$ cat config.mk
export PLATFORM = sky130hd
export DESIGN_NAME = bank_sram_ctrl
export DESIGN_NICKNAME = d
export VERILOG_FILES = /design/src/rtl/bank_pkg.sv /design/src/rtl/bank_sram_evict_seq.sv /design/src/rtl/bank_sram_ctrl.sv
export SDC_FILE = /design/constraint.sdc
export NUM_CORES = 1
export LEC_CHECK = 0
export ABC_AREA = 1
export CAP_MARGIN = 20
export CORE_AREA = 2 2 380 382
export CTS_CLUSTER_SIZE = 24
export DETAILED_ROUTE_END_ITERATION = 16
export DIE_AREA = 0 0 382 384
export PLACE_DENSITY_LB_ADDON = 0.25
export SLEW_MARGIN = 20
export SYNTH_ARGS = -nofsm -noshare
export SYNTH_HDL_FRONTEND = slang
export SYNTH_SLANG_ARGS = --single-unit
$ cat constraint.sdc
create_clock -name clk_i -period 13.8 [get_ports clk_i]
set_input_delay 2.07 -clock clk_i [delete_from_list [all_inputs] [get_ports clk_i]]
set_output_delay 2.07 -clock clk_i [all_outputs]
set_load 0.005 [all_outputs]
$ cat src/rtl/bank_pkg.sv
// Shared definitions for the bank SRAM controller.
//   - Opcode values carried on iq_sc_opcode_i[1:0]
//   - Bit positions inside the 2-bit per-offset cacheline state
//   - Controller FSM state encoding
package bank_pkg;

    localparam logic [1:0] OP_WRITE    = 2'd0;
    localparam logic [1:0] OP_READ     = 2'd1;
    localparam logic [1:0] OP_LINEFILL = 2'd2;
    localparam logic [1:0] OP_EVICT    = 2'd3;

    localparam int ST_VALID = 0;
    localparam int ST_DIRTY = 1;

    typedef enum logic [3:0] {
        IDLE,
        WR_WB,
        WR_SR,
        RD_SR,
        RD_RSP,
        LF_RD,
        LF_W0,
        LF_W1,
        EV_RD,
        EV_CAP,
        EV_SEND
    } sc_state_e;

endpackage

$ cat src/rtl/bank_sram_evict_seq.sv
// Evict sequencer: walks the dirty offsets of one line (offset 0 first) and
// holds the captured beat for the BIU write path until it is accepted.
// Ports:
//   clk_i, rst_i      clock, synchronous active-high reset
//   start_i, dirty_i  load the dirty-offset mask when an evict is accepted
//   line_i            line index of the evict in progress
//   cap_i, rdata_i    capture the SRAM read data into the beat register
//   send_i            controller is presenting the beat
//   wready_i          BIU accepts the beat
//   cur_off_o         offset currently being transferred
//   more_o            another dirty offset remains after the current one
//   wvalid_o, waddr_o, wdata_o  BIU beat (zero when not valid)
module bank_sram_evict_seq
    import bank_pkg::*;
#(
    parameter int DATA_WIDTH = 128
) (
    input  logic                  clk_i,
    input  logic                  rst_i,
    input  logic                  start_i,
    input  logic [1:0]            dirty_i,
    input  logic [5:0]            line_i,
    input  logic                  cap_i,
    input  logic [DATA_WIDTH-1:0] rdata_i,
    input  logic                  send_i,
    input  logic                  wready_i,
    output logic                  cur_off_o,
    output logic                  more_o,
    output logic                  wvalid_o,
    output logic [6:0]            waddr_o,
    output logic [DATA_WIDTH-1:0] wdata_o
);

    logic [1:0]            pend_q, pend_d;
    logic [DATA_WIDTH-1:0] beat_q, beat_d;

    // Lowest pending offset is served first.
    assign cur_off_o = ~pend_q[0];
    assign more_o    = &pend_q;

    always_comb begin
        pend_d = pend_q;
        beat_d = beat_q;
        if (start_i) begin
            pend_d = dirty_i;
        end
        if (cap_i) begin
            beat_d = rdata_i;
        end
        if (send_i && wready_i) begin
            pend_d[cur_off_o] = 1'b0;
        end
    end

    always_ff @(posedge clk_i) begin
        if (rst_i) begin
            pend_q <= '0;
        end else begin
            pend_q <= pend_d;
        end
    end

    always_ff @(posedge clk_i) begin
        beat_q <= beat_d;
    end

    // Beat register and offset only change on capture/handshake, so the
    // presented address and data stay stable while the BIU stalls.
    assign wvalid_o = send_i;
    assign waddr_o  = send_i ? {line_i, cur_off_o} : 7'd0;
    assign wdata_o  = send_i ? beat_q : '0;

endmodule

$ cat src/rtl/bank_sram_ctrl.sv
// Bank SRAM controller: executes one issued op at a time (write, read,
// read-with-linefill, evict) against the single-port data SRAM.
// Ports:
//   iq_sc_*     issued op from the bank issue queue (valid/ready)
//   sram_*      single-port data SRAM, read data arrives one cycle later
//   sc_wbuf_*   write-buffer read port, data one cycle later
//   sc_lfb_*    linefill-buffer read port, both offsets one cycle later
//   sc_ch_*     one-cycle channel response (read data or write ack)
//   sc_biu_*    dirty evict beats to the BIU write path (valid/ready)
module bank_sram_ctrl
    import bank_pkg::*;
#(
    parameter int DATA_WIDTH    = 128,
    parameter int WBUF_ID_WIDTH = 8
) (
    input  logic                     clk_i,
    input  logic                     rst_i,
    input  logic                     iq_sc_valid_i,
    output logic                     iq_sc_ready_o,
    input  logic [1:0]               iq_sc_channel_id_i,
    input  logic [2:0]               iq_sc_opcode_i,
    input  logic [6:0]               iq_sc_set_way_offset_i,
    input  logic [WBUF_ID_WIDTH-1:0] iq_sc_wbuffer_id_i,
    input  logic [2:0]               iq_sc_xbar_rob_num_i,
    input  logic [1:0]               iq_sc_cacheline_state_offset0_i,
    input  logic [1:0]               iq_sc_cacheline_state_offset1_i,
    output logic                     sram_en_o,
    output logic                     sram_wen_o,
    output logic [6:0]               sram_addr_o,
    output logic [DATA_WIDTH-1:0]    sram_wdata_o,
    input  logic [DATA_WIDTH-1:0]    sram_rdata_i,
    output logic                     sc_wbuf_ren_o,
    output logic [WBUF_ID_WIDTH-1:0] sc_wbuf_id_o,
    input  logic [DATA_WIDTH-1:0]    wbuf_sc_rdata_i,
    output logic                     sc_lfb_ren_o,
    output logic [5:0]               sc_lfb_idx_o,
    input  logic [2*DATA_WIDTH-1:0]  lfb_sc_rdata_i,
    output logic                     sc_ch_valid_o,
    output logic [1:0]               sc_ch_id_o,
    output logic [2:0]               sc_ch_rob_id_o,
    output logic                     sc_ch_is_write_o,
    output logic [DATA_WIDTH-1:0]    sc_ch_data_o,
    output logic                     sc_biu_wvalid_o,
    input  logic                     sc_biu_wready_i,
    output logic [6:0]               sc_biu_waddr_o,
    output logic [DATA_WIDTH-1:0]    sc_biu_wdata_o
);

    sc_state_e                state_q, state_d;
    logic [6:0]               swo_q, swo_d;
    logic [1:0]               ch_q, ch_d;
    logic [2:0]               rob_q, rob_d;
    logic [WBUF_ID_WIDTH-1:0] wbid_q, wbid_d;
    logic [2*DATA_WIDTH-1:0]  lf_q, lf_d;

    logic       accept;
    logic [1:0] op;
    logic [1:0] ev_dirty;
    logic       ev_start, ev_cap, ev_send, ev_cur_off, ev_more;

    // Opcode bit2 is reserved and the valid bits are not needed here.
    logic unused_bits;
    assign unused_bits = ^{iq_sc_opcode_i[2],
                           iq_sc_cacheline_state_offset0_i[ST_VALID],
                           iq_sc_cacheline_state_offset1_i[ST_VALID]};

    assign op       = iq_sc_opcode_i[1:0];
    assign accept   = iq_sc_valid_i && (state_q == IDLE);
    assign ev_dirty = {iq_sc_cacheline_state_offset1_i[ST_DIRTY],
                       iq_sc_cacheline_state_offset0_i[ST_DIRTY]};
    assign ev_start = accept && (op == OP_EVICT);

    always_comb begin
        state_d          = state_q;
        swo_d            = swo_q;
        ch_d             = ch_q;
        rob_d            = rob_q;
        wbid_d           = wbid_q;
        lf_d             = lf_q;
        iq_sc_ready_o    = (state_q == IDLE);
        sram_en_o        = 1'b0;
        sram_wen_o       = 1'b0;
        sram_addr_o      = 7'd0;
        sram_wdata_o     = '0;
        sc_wbuf_ren_o    = 1'b0;
        sc_wbuf_id_o     = '0;
        sc_lfb_ren_o     = 1'b0;
        sc_lfb_idx_o     = 6'd0;
        sc_ch_valid_o    = 1'b0;
        sc_ch_id_o       = 2'd0;
        sc_ch_rob_id_o   = 3'd0;
        sc_ch_is_write_o = 1'b0;
        sc_ch_data_o     = '0;
        ev_cap           = 1'b0;
        ev_send          = 1'b0;

        case (state_q)
            IDLE: begin
                if (iq_sc_valid_i) begin
                    swo_d  = iq_sc_set_way_offset_i;
                    ch_d   = iq_sc_channel_id_i;
                    rob_d  = iq_sc_xbar_rob_num_i;
                    wbid_d = iq_sc_wbuffer_id_i;
                    case (op)
                        OP_WRITE:    state_d = WR_WB;
                        OP_READ:     state_d = RD_SR;
                        OP_LINEFILL: state_d = LF_RD;
                        // A fully clean evict has nothing to move.
                        OP_EVICT:    state_d = (|ev_dirty) ? EV_RD : IDLE;
                        default:     state_d = IDLE;
                    endcase
                end
            end
            WR_WB: begin
                sc_wbuf_ren_o = 1'b1;
                sc_wbuf_id_o  = wbid_q;
                state_d       = WR_SR;
            end
            WR_SR: begin
                sram_en_o        = 1'b1;
                sram_wen_o       = 1'b1;
                sram_addr_o      = swo_q;
                sram_wdata_o     = wbuf_sc_rdata_i;
                sc_ch_valid_o    = 1'b1;
                sc_ch_id_o       = ch_q;
                sc_ch_rob_id_o   = rob_q;
                sc_ch_is_write_o = 1'b1;
                state_d          = IDLE;
            end
            RD_SR: begin
                sram_en_o   = 1'b1;
                sram_addr_o = swo_q;
                state_d     = RD_RSP;
            end
            RD_RSP: begin
                sc_ch_valid_o  = 1'b1;
                sc_ch_id_o     = ch_q;
                sc_ch_rob_id_o = rob_q;
                sc_ch_data_o   = sram_rdata_i;
                state_d        = IDLE;
            end
            LF_RD: begin
                sc_lfb_ren_o = 1'b1;
                sc_lfb_idx_o = swo_q[6:1];
                state_d      = LF_W0;
            end
            LF_W0: begin
                // Linefill data is only valid this cycle; keep offset1 for later.
                lf_d         = lfb_sc_rdata_i;
                sram_en_o    = 1'b1;
                sram_wen_o   = 1'b1;
                sram_addr_o  = {swo_q[6:1], 1'b0};
                sram_wdata_o = lfb_sc_rdata_i[DATA_WIDTH-1:0];
                state_d      = LF_W1;
            end
            LF_W1: begin
                sram_en_o      = 1'b1;
                sram_wen_o     = 1'b1;
                sram_addr_o    = {swo_q[6:1], 1'b1};
                sram_wdata_o   = lf_q[2*DATA_WIDTH-1:DATA_WIDTH];
                sc_ch_valid_o  = 1'b1;
                sc_ch_id_o     = ch_q;
                sc_ch_rob_id_o = rob_q;
                sc_ch_data_o   = swo_q[0] ? lf_q[2*DATA_WIDTH-1:DATA_WIDTH]
                                          : lf_q[DATA_WIDTH-1:0];
                state_d        = IDLE;
            end
            EV_RD: begin
                sram_en_o   = 1'b1;
                sram_addr_o = {swo_q[6:1], ev_cur_off};
                state_d     = EV_CAP;
            end
            EV_CAP: begin
                ev_cap  = 1'b1;
                state_d = EV_SEND;
            end
            EV_SEND: begin
                ev_send = 1'b1;
                if (sc_biu_wready_i) begin
                    state_d = ev_more ? EV_RD : IDLE;
                end
            end
            default: state_d = IDLE;
        endcase
    end

    always_ff @(posedge clk_i) begin
        if (rst_i) begin
            state_q <= IDLE;
        end else begin
            state_q <= state_d;
        end
    end

    always_ff @(posedge clk_i) begin
        swo_q  <= swo_d;
        ch_q   <= ch_d;
        rob_q  <= rob_d;
        wbid_q <= wbid_d;
        lf_q   <= lf_d;
    end

    bank_sram_evict_seq #(
        .DATA_WIDTH (DATA_WIDTH)
    ) u_evict_seq (
        .clk_i     (clk_i),
        .rst_i     (rst_i),
        .start_i   (ev_start),
        .dirty_i   (ev_dirty),
        .line_i    (swo_q[6:1]),
        .cap_i     (ev_cap),
        .rdata_i   (sram_rdata_i),
        .send_i    (ev_send),
        .wready_i  (sc_biu_wready_i),
        .cur_off_o (ev_cur_off),
        .more_o    (ev_more),
        .wvalid_o  (sc_biu_wvalid_o),
        .waddr_o   (sc_biu_waddr_o),
        .wdata_o   (sc_biu_wdata_o)
    );

endmodule

==> results_dict.tcl <==
set metrics [dict create \
    totalNegativeSetupSlack_ps 0 \
    synthesized_instance_count 1907 \
    power.share.switching 0.276 \
    path_buf_inv 5 \
    area.growth.synth_to_final_pct 70.8 \
    layout.area.seq_um2 12300 \
    yosys_register_bits 410 \
    finalSetupViolCount 0 \
    num-fill-cells 15544 \
    cell_class_contributing_the_biggest_share_of_worst_path_delay "buffers and inverters" \
    worst-endpoint-arrival_ps 5150 \
    grt_antenna_before_repair 32 \
    floorplan.die_area_um2 147000 \
    initial_utilization 0.134 \
    synth-async-reset-ratio 0 \
    grt_use_total 0.144 \
    worstSetupPathType "flop to output pin" \
    wire_length_of_the_first_global_routing_pass_um 148000 \
    max_slew_margin 0.314 \
    critical_path.cell_chain "nand2_2 > inv_6 > nand2_1 > inv_8 > buf_4 > buf_4 > nand2_1 > nand3_1 > clkdlybuf4s50_1" \
    setup_slack_ps 6580 \
    avgViaCountPerCell 3.78 \
    synth_sequential_area_ratio 0.642 \
    status "finished clean" \
    syn_avg_cell_area_um2 10.0 \
    core-area_um2 143000 \
    ys.flop_type "sky130_fd_sc_hd__edfxtp_1" \
    r2r_slack_ps 9670 \
    p_leak_nw 11.5 \
    yosysUniqueCellTypes 24 \
    final.min_clock_period_ps 7220 \
    pwr-share-seq 0.405 \
    worst_ep_required_time_ps 11730 \
    comb_power_share 0.181 \
    grt_pass1_vias 17979 \
    route.detailed.wl_per_inst_um 23.2 \
    boundaryPins 968 \
    hpwl_um 82200 \
    synth_enable_flop_cells 404 \
    yosysWarningCount 0 \
    crit_path_start "state_q[2]" \
    timing.fmax_ghz 0.138 \
    drc 0 \
    area_of_the_mapped_netlist_um2 19100 \
    p_clk_frac 0.414 \
    die_x_um 382 \
    grt_setup_unrepaired "no" \
    p_total_w 0.00347 \
    place_congestion 0.876 \
    worstPathMaxFanout 88 \
    cts_root_buf "sky130_fd_sc_hd__clkbuf_16" \
    fraction_of_final_layout_cells_sized_beyond_drive_strength_1 0.0427 \
    layout_worst_path_cycle_share 0.523 \
    max-vdd-ir-drop_v 0.0000824 \
    cts_num_sinks 410 \
    critPathLaunchType "flop" \
    tritoncts "done" \
    number_of_nets_in_the_layout 3376 \
    internal_dissipation_w 0.00252 \
    max-cap-violations 0 \
    hold_path.class "flop to flop" \
    power.density_nw_per_um2 107 \
    end_kind "output pin" \
    yosys.area.top_type "sky130_fd_sc_hd__edfxtp_1" \
    grt_overflow_total 0 \
    port_buffers 964 \
    postCtsSetupBuffers 0 \
    first_iter_violations 1001 \
    drv_slew 0 \
    path_clk_slew_ps 60 \
    timing.rr.start "state_q[2]" \
    grt_max_degree 93 \
    cts.hold.buffers_added 0 \
    timing_worst_slew_pin_value_ps 1020 \
    ys_top_cells_by_area "sky130_fd_sc_hd__edfxtp_1 (64%), sky130_fd_sc_hd__nand2_1 (8.1%), sky130_fd_sc_hd__nor2_1 (6.5%), sky130_fd_sc_hd__nand3_1 (4.5%), sky130_fd_sc_hd__inv_1 (4.1%)" \
    synth_largest_type_area_fraction 0.636 \
    power.net_switching_w 0.000958 \
    ctsHtreeMaxLevel 2 \
    final-hold-violation-count 0 \
    postRouteAntennaNets 0 \
    tritoncts.num_buffers 56 \
    final_skew_ps 19.5 \
    die_height_um 384 \
    clock_latency_ps 640 \
    pre_cts_ws_ps 7130 \
    synth_top_cells_by_count "sky130_fd_sc_hd__nand2_1 (412), sky130_fd_sc_hd__edfxtp_1 (404), sky130_fd_sc_hd__nor2_1 (333), sky130_fd_sc_hd__inv_1 (210), sky130_fd_sc_hd__nand3_1 (171)" \
    holdCritStartpoint "u_evict_seq.pend_q[1]" \
    ctsResizeCount 0 \
    yosysMostFrequentCell "sky130_fd_sc_hd__nand2_1" \
    cell_row_count 139 \
    multi_input_combinational_cell_area_um2 5470 \
    cp_slowest_cell "sky130_fd_sc_hd__buf_4" \
    cpPeakStageDelay_ps 760 \
    wl_um 111000 \
    drtPass1Iterations 5 \
    syn-num-nets 2450 \
    routed-via-count 18141 \
    clock_tree.buffer_depth 3 \
]
==> worst paths after layout <==
check	to	depth (start not counted)
min	u_evict_seq.pend_q[1]	4
max reg2reg	lf_q[68]	6
min reg2reg	u_evict_seq.pend_q[1]	4
max	sram_wdata_o[61]	9
==> flip-flops by register name (all words and copies together) (netlist names) <==
signal / count
ch_q: 2
lf_q: 256
rob_q: 3
state_q: 4
swo_q: 7
u_evict_seq.beat_q: 128
u_evict_seq.pend_q: 2
wbid_q: 8
==> cell families after synthesis <==
kind of cell           share of synthesized area
and+or+nand+nor                            0.194
DFF                                        0.642
buffers and inverters                     0.0736
AOI/OAI and AO/OA                         0.0907
==> cells in the final DEF (no fill, tap or decap), drive strengths merged <==
master         Yosys  routed
buf               85      30
nor2             337     337
a32o              48      48
bufinv             0       4
o211ai            49      49
clkinvlp           0       4
diode              0      15
a31oi              1       1
edfxtp           404     404
clkbuf            41      66
o31ai             80      80
dfxtp              6       6
a21oi              5       5
nand2            413     413
nand3b             1       1
clkdlybuf4s50      0     964
o21ai             49      49
nor3               2       2
nand3            171     171
clkinv             0      29
inv              215     215
==> final cells by class <==
class                      instances  area share
sequential                       410       0.376
multi-input combinational       1156       0.168
clock buffer                      66      0.0448
inverter                         215      0.0254
clock inverter                    37     0.00875
timing repair buffer             994       0.303
antenna                           15     0.00115
tap                             1903      0.0730
==> metal layers <==
| metal | GRT usage | wire length (µm) | vias up |
|---|---|---|---|
| li1 | - | - | 8374 |
| met3 | 0.0445 | 8510 | 137 |
| met5 | 0 | 49 | - |
| met2 | 0.243 | 54100 | 744 |
| met1 | 0.173 | 45400 | 8878 |
| met4 | 0.0472 | 2970 | 8 |
==> power groups by stage <==
stage	clock network [W]	logic, W	registers, W
after floorplan	0	0.000197	0.00143
after global placement	0	0.000639	0.00143
after detailed placement	0	0.000641	0.00143
after CTS	0.00150	0.000644	0.00141
after global routing	0.00153	0.000673	0.00141
final	0.00144	0.000630	0.00141
==> worst reg2reg max path, delay by kind of cell, from the launching register on <==
family | cells | cell delay (ps)
buffers and inverters | 4 | 2740
flip-flops | 1 | 410
AND/OR/NAND/NOR | 2 | 560
==> per-stage QoR <==
| stage | util | cells | cell area [µm²] | hold slack (ps) |
|---|---|---|---|---|
| after floorplan | - | 1907 | 19100 | 496 |
| after global placement | 0.216 | 4678 | 30800 | 528 |
| after detailed placement | 0.216 | 4678 | 30800 | 534 |
| after CTS | 0.228 | 4781 | 32600 | 541 |
| after global routing | 0.228 | 4794 | 32600 | 573 |
| final | 0.228 | 4796 | 32600 | 543 |
Note: power is estimated with default switching activity, not from simulation.
